===== config.mk =====
export PLATFORM = sky130hd
export DESIGN_NAME = label_definition_collector
export DESIGN_NICKNAME = d
export VERILOG_FILES = /design/src/rtl/label_definition_collector.sv
export SDC_FILE = /design/constraint.sdc
export NUM_CORES = 1
export LEC_CHECK = 0
export CAP_MARGIN = 5
export CORE_AREA = 2 2 208 210
export CTS_CLUSTER_DIAMETER = 30
export DETAILED_ROUTE_END_ITERATION = 12
export DIE_AREA = 0 0 210 212
export SYNTH_ARGS = -nofsm -noshare
export SYNTH_HDL_FRONTEND = slang
export SYNTH_SLANG_ARGS = --single-unit

===== constraint.sdc =====
create_clock -name clk_in -period 12.35 [get_ports clk_in]
set_input_delay 2.47 -clock clk_in [delete_from_list [all_inputs] [get_ports clk_in]]
set_output_delay 2.47 -clock clk_in [all_outputs]
set_load 0.005 [all_outputs]

===== src/rtl/label_definition_collector.sv =====
// First-pass scanner: records `name:` label definitions with their line pc into a
// small table that the second pass reads through a combinational query port.
// Optional macro LABEL_DUP_CHECK_EN: redefining an already stored label is an error.
module label_definition_collector #(
  parameter int NUMBER_LINES   = 256,
  parameter int NUMBER_LETTERS = 6,
  parameter int STORAGE_SIZE   = 8,
  localparam int PW = $clog2(NUMBER_LINES),
  localparam int LW = NUMBER_LETTERS * 5,
  localparam int CW = $clog2(STORAGE_SIZE) + 1,
  localparam int NW = $clog2(NUMBER_LETTERS + 1),
  localparam int IW = (STORAGE_SIZE > 1) ? $clog2(STORAGE_SIZE) : 1
) (
  input  logic          clk_in,
  input  logic          rst_in,
  input  logic          mapping_en,
  input  logic          valid_data,
  input  logic          new_line,
  input  logic          new_character,
  input  logic [7:0]    incoming_character,
  input  logic [PW-1:0] pc,
  input  logic [LW-1:0] query_label,
  output logic          query_hit,
  output logic [PW-1:0] query_pc,
  output logic [CW-1:0] label_count,
  output logic          done_flag,
  output logic          error_flag
);
  typedef enum logic [2:0] {LINE_START, COLLECT, COMMIT, SKIP, ERROR} state_t;

  state_t        state, state_d;
  logic [LW-1:0] lbuf, lbuf_d;
  logic [NW-1:0] cnt, cnt_d;
  logic [PW-1:0] pc_q;
  logic          latch_pc, wr, dup, full;
  logic          line_ev, chr_ev, is_letter, is_blank;
  logic [4:0]    code;
  logic [IW-1:0] idx;

  logic [STORAGE_SIZE-1:0] ent_vld;
  logic [LW-1:0]           ent_lbl [STORAGE_SIZE];
  logic [PW-1:0]           ent_pc  [STORAGE_SIZE];

  // new_line wins over a simultaneous character, which is dropped
  assign line_ev   = valid_data && mapping_en && new_line;
  assign chr_ev    = valid_data && mapping_en && new_character && !new_line;
  assign code      = incoming_character[4:0];
  assign is_letter = (incoming_character >= 8'h61 && incoming_character <= 8'h7a) ||
                     (incoming_character >= 8'h41 && incoming_character <= 8'h5a);
  assign is_blank  = (incoming_character == 8'h20) || (incoming_character == 8'h09);
  assign full      = (label_count == CW'(STORAGE_SIZE));
  assign idx       = label_count[IW-1:0];
  assign error_flag = (state == ERROR);

  always_ff @(posedge clk_in) begin
    if (rst_in) state <= LINE_START;
    else        state <= state_d;
  end

  always_comb begin
    state_d  = state;
    lbuf_d   = lbuf;
    cnt_d    = cnt;
    latch_pc = 1'b0;
    wr       = 1'b0;
    case (state)
      LINE_START: begin
        if (line_ev) begin
          lbuf_d = '0;
          cnt_d  = '0;
        end else if (chr_ev && !is_blank) begin
          if (is_letter) begin
            state_d = COLLECT;
            lbuf_d  = {{(LW-5){1'b0}}, code};
            cnt_d   = NW'(1);
          end else begin
            state_d = SKIP;
          end
        end
      end
      COLLECT: begin
        if (line_ev) begin
          state_d = LINE_START;
          lbuf_d  = '0;
          cnt_d   = '0;
        end else if (chr_ev) begin
          if (is_letter) begin
            if (cnt == NW'(NUMBER_LETTERS)) begin
              state_d = ERROR;
            end else begin
              lbuf_d = {lbuf[LW-6:0], code};
              cnt_d  = cnt + NW'(1);
            end
          end else if (incoming_character == 8'h3a) begin
            state_d  = COMMIT;
            latch_pc = 1'b1;
          end else begin
            state_d = SKIP;
          end
        end
      end
      COMMIT: begin
        if (full || dup) begin
          state_d = ERROR;
        end else begin
          wr      = 1'b1;
          state_d = SKIP;
          // a line break seen during the commit cycle still ends the line
          if (line_ev) begin
            state_d = LINE_START;
            lbuf_d  = '0;
            cnt_d   = '0;
          end
        end
      end
      SKIP: begin
        if (line_ev) begin
          state_d = LINE_START;
          lbuf_d  = '0;
          cnt_d   = '0;
        end
      end
      default: state_d = ERROR;
    endcase
  end

  always_ff @(posedge clk_in) begin
    if (rst_in) begin
      lbuf        <= '0;
      cnt         <= '0;
      pc_q        <= '0;
      ent_vld     <= '0;
      label_count <= '0;
      done_flag   <= 1'b0;
      for (int i = 0; i < STORAGE_SIZE; i++) begin
        ent_lbl[i] <= '0;
        ent_pc[i]  <= '0;
      end
    end else begin
      lbuf      <= lbuf_d;
      cnt       <= cnt_d;
      done_flag <= wr;
      if (latch_pc) pc_q <= pc;
      if (wr) begin
        ent_vld[idx] <= 1'b1;
        ent_lbl[idx] <= lbuf;
        ent_pc[idx]  <= pc_q;
        label_count  <= label_count + CW'(1);
      end
    end
  end

  // descending scan so the lowest matching index is the one that sticks
  always_comb begin
    query_hit = 1'b0;
    query_pc  = '0;
    for (int i = STORAGE_SIZE - 1; i >= 0; i--) begin
      if (ent_vld[i] && ent_lbl[i] == query_label) begin
        query_hit = 1'b1;
        query_pc  = ent_pc[i];
      end
    end
  end

`ifdef LABEL_DUP_CHECK_EN
  always_comb begin
    dup = 1'b0;
    for (int i = 0; i < STORAGE_SIZE; i++)
      if (ent_vld[i] && ent_lbl[i] == lbuf) dup = 1'b1;
  end
`else
  assign dup = 1'b0;
`endif

endmodule


==> metrics <==
type of the tightest min-delay check=reg -> reg; highest-delay cell along the critical path=sky130_fd_sc_hd__nand4_1; TritonCTS clock tree=done; cells along the critical path=clkdlybuf4s50_1 -> xnor2_1 -> nand4_1 -> nor4_1 -> nand4_1 -> and2_1 -> o221a_1 -> o32ai_2 -> clkdlybuf4s50_1; pwr/cell area=189 nW/um2; clock sink count=361; ys flop type=sky130_fd_sc_hd__edfxtp_1; Routed Wire Length=50.6 mm; number of inserted diodes=0; maximum fanout count along the critical path=18; Post-Syn Area=17100 um2; final routed DRC violation total=0; class of the most critical setup path=in -> out; endpoint type of the worst setup path=output pin; share of post-route cells with drive strength above 1=0.138; average instance area after synthesis=12.5 um2; area added between synthesis and finish=24.5%; Overall Global Routing Usage=0.232; standard cell area after detailed placement=18300 um2; Layout Cell Area excl Fill=21300 um2; CTS Buffer Depth=3; routed vias=11000; Clk Latency, worst-skew pair=0.61 ns; Root Buffer Master=sky130_fd_sc_hd__clkbuf_16; count of unique library cells instantiated by Yosys=60; number of buffers added on ports=66; worst path arrival time=7.22 ns; via count of the first global-routing pass=11100; largest stage delay on the critical path=0.86 ns; initial core utilization=0.402; Max Clock Skew=0.0311 ns; worst max-slew margin expressed relative to the limit=0.152; CP Data Required Time=9.88 ns; residual antenna-violating net count after detailed routing=0; drt first pass iters=5; worst slew pin tran=1.26 ns; Iteration-0 DRC Markers=995; ranking of synthesized cells by area=sky130_fd_sc_hd__edfxtp_1 53%, sky130_fd_sc_hd__and2_1 11%, sky130_fd_sc_hd__xnor2_1 9.3%; gp weighted congestion=0.835; cell accounting for the most synthesized area=sky130_fd_sc_hd__edfxtp_1; post-route clock period utilization=0.784; Synth async-reset ratio=0; Post-synth EDFFs=304; leak pwr=7.77 nW; share of Yosys cell area claimed by the top area cell type=0.534; hold-fix buffer count after cts=0; count of H-tree levels built during CTS=3; aggregate global routing overflow=0; antenna violations before repair=1; post-synthesis register bit count=361; die width=210 um; # nets final=1508; average detailed-routed wire length per instance=24.5 um; Critical Path Source Type=input pin; final hold violation count=0; count of standard-cell rows=76; clock transition at the registers of the reported paths=0.05 ns; Filler cells=3679; Vias per Instance=5.34; setup TNS=0 ns; total clock buffers created by CTS=81; Die ar.=44500 um2; final setup violating endpoints=0; leading cell types in the layout, fill and taps excluded=306 x sky130_fd_sc_hd__and2_1, 304 x sky130_fd_sc_hd__edfxtp_1, 182 x sky130_fd_sc_hd__xnor2_1, 82 x sky130_fd_sc_hd__clkbuf_16, 66 x sky130_fd_sc_hd__clkdlybuf4s50_1; number of I/O pins=67; Post-CTS Repair Setup Buffers=0; maximum vdd ir drop=0.000102 V; MaxCap Viol Count=0; total count of max-transition violations in the final report=0; shortest period the worst path allows=9.69 ns; Gate Count Post-Synth=1363; Placeable Area=42500 um2; share of synthesized area occupied by flip-flops and latches=0.601; RSZ-0062 raised after global routing=false; Final HPWL DP=32.0 mm; maximum number of pins on one net before global-route repair=40; height of the die=212 um; run status=complete, no violations; Post-Syn Nets=1419; highest clock frequency the design can meet=103 MHz; most common cell after layout, fill and taps aside=sky130_fd_sc_hd__and2_1; number of synthesis warnings=0; quantity of gates resized following cts=0; wire length of the first global-routing pass=73.7 mm
through the flow:
stage / worst slack, ns / hold WS, ns / util / instances / total power [mW]
global placement: 2.71 / 0.434 / 0.429 / 1915 / 1.67
global route: 2.50 / 0.463 / 0.501 / 2065 / 4.13
CTS: 2.64 / 0.451 / 0.501 / 2065 / 4.04
detailed placement: 2.68 / 0.439 / 0.429 / 1915 / 1.67
finish: 2.66 / 0.450 / 0.501 / 2065 / 4.01
floorplan: 5.66 / 0.426 / - / 1363 / 1.58
area by class of cell:
type | count | area (um2) | share of cell area
repair buffers | 87 | 818 | 0.0384
clock buffers | 94 | 2140 | 0.100
clock inverters | 56 | 895 | 0.0420
multi-input cells | 907 | 6430 | 0.302
well taps | 546 | 683 | 0.0321
inverters | 14 | 52.6 | 0.00247
flip-flops and latches | 361 | 10300 | 0.483
per-layer routing:
metal,wire [um],global-route usage,up-vias
li1,-,-,4997
met1,21900,0.307,5549
met2,23600,0.372,408
met3,3540,0.0477,79
met4,1600,0.0951,0
met5,0,0,-
synth_stat cells (all sizes together), types with 10 or more instances:
cell / n
a21oi: 13
a22o: 26
and2: 306
buf: 36
clkbuf: 45
dfxtp: 57
edfxtp: 304
inv: 13
mux2i: 10
nand2: 47
nand3: 29
nand4: 50
nor2: 36
nor4: 29
o21ai: 23
or2: 15
xnor2: 182
xor2: 59
cell families after synthesis:
group | count (synthesis) | share of synthesized area
adders and majority gates | 4 | 0.00293
buffers and inverters | 95 | 0.0288
xor gates and xnor gates | 241 | 0.123
DFF | 361 | 0.601
AOI/OAI and AO/OA | 115 | 0.0509
and+or+nand+nor | 536 | 0.187
muxes | 11 | 0.00651
sequential cells by signal (all words and copies together) (netlist names):
register	count
cnt	3
done_flag	1
ent_lbl	240
ent_pc	64
ent_vld	8
label_count	4
lbuf	30
pc_q	8
state	3
report_power, final:
group | total, mW | switching, mW | leakage, nW | internal (mW)
clock | 2.36 | 0.745 | 1.45 | 1.62
sequential | 1.41 | 0.0356 | 3.60 | 1.37
combinational | 0.242 | 0.157 | 2.72 | 0.0855
total | 4.01 | 0.937 | 7.77 | 3.08
final timing paths:
path | from | endpoint | slack (ns) | cells past startpoint
worst max-delay path | query_label[10] | query_pc[7] | 2.66 | 9
worst min-delay path | ent_vld[0] | ent_vld[0] | 0.45 | 1
worst max register to register | label_count[1] | ent_lbl[3][20] | 9.09 | 9
worst min register to register | ent_vld[0] | ent_vld[0] | 0.45 | 1
worst max-delay path: cells and delay by family:
| family | cells | cell delay (ns) |
|---|---|---|
| buffers and inverters | 2 | 1.36 |
| AO/OA/AOI/OAI | 2 | 0.47 |
| AND/OR/NAND/NOR | 4 | 2.39 |
| XOR/XNOR | 1 | 0.50 |
No activity file was read; power rests on OpenSTA's default activity.
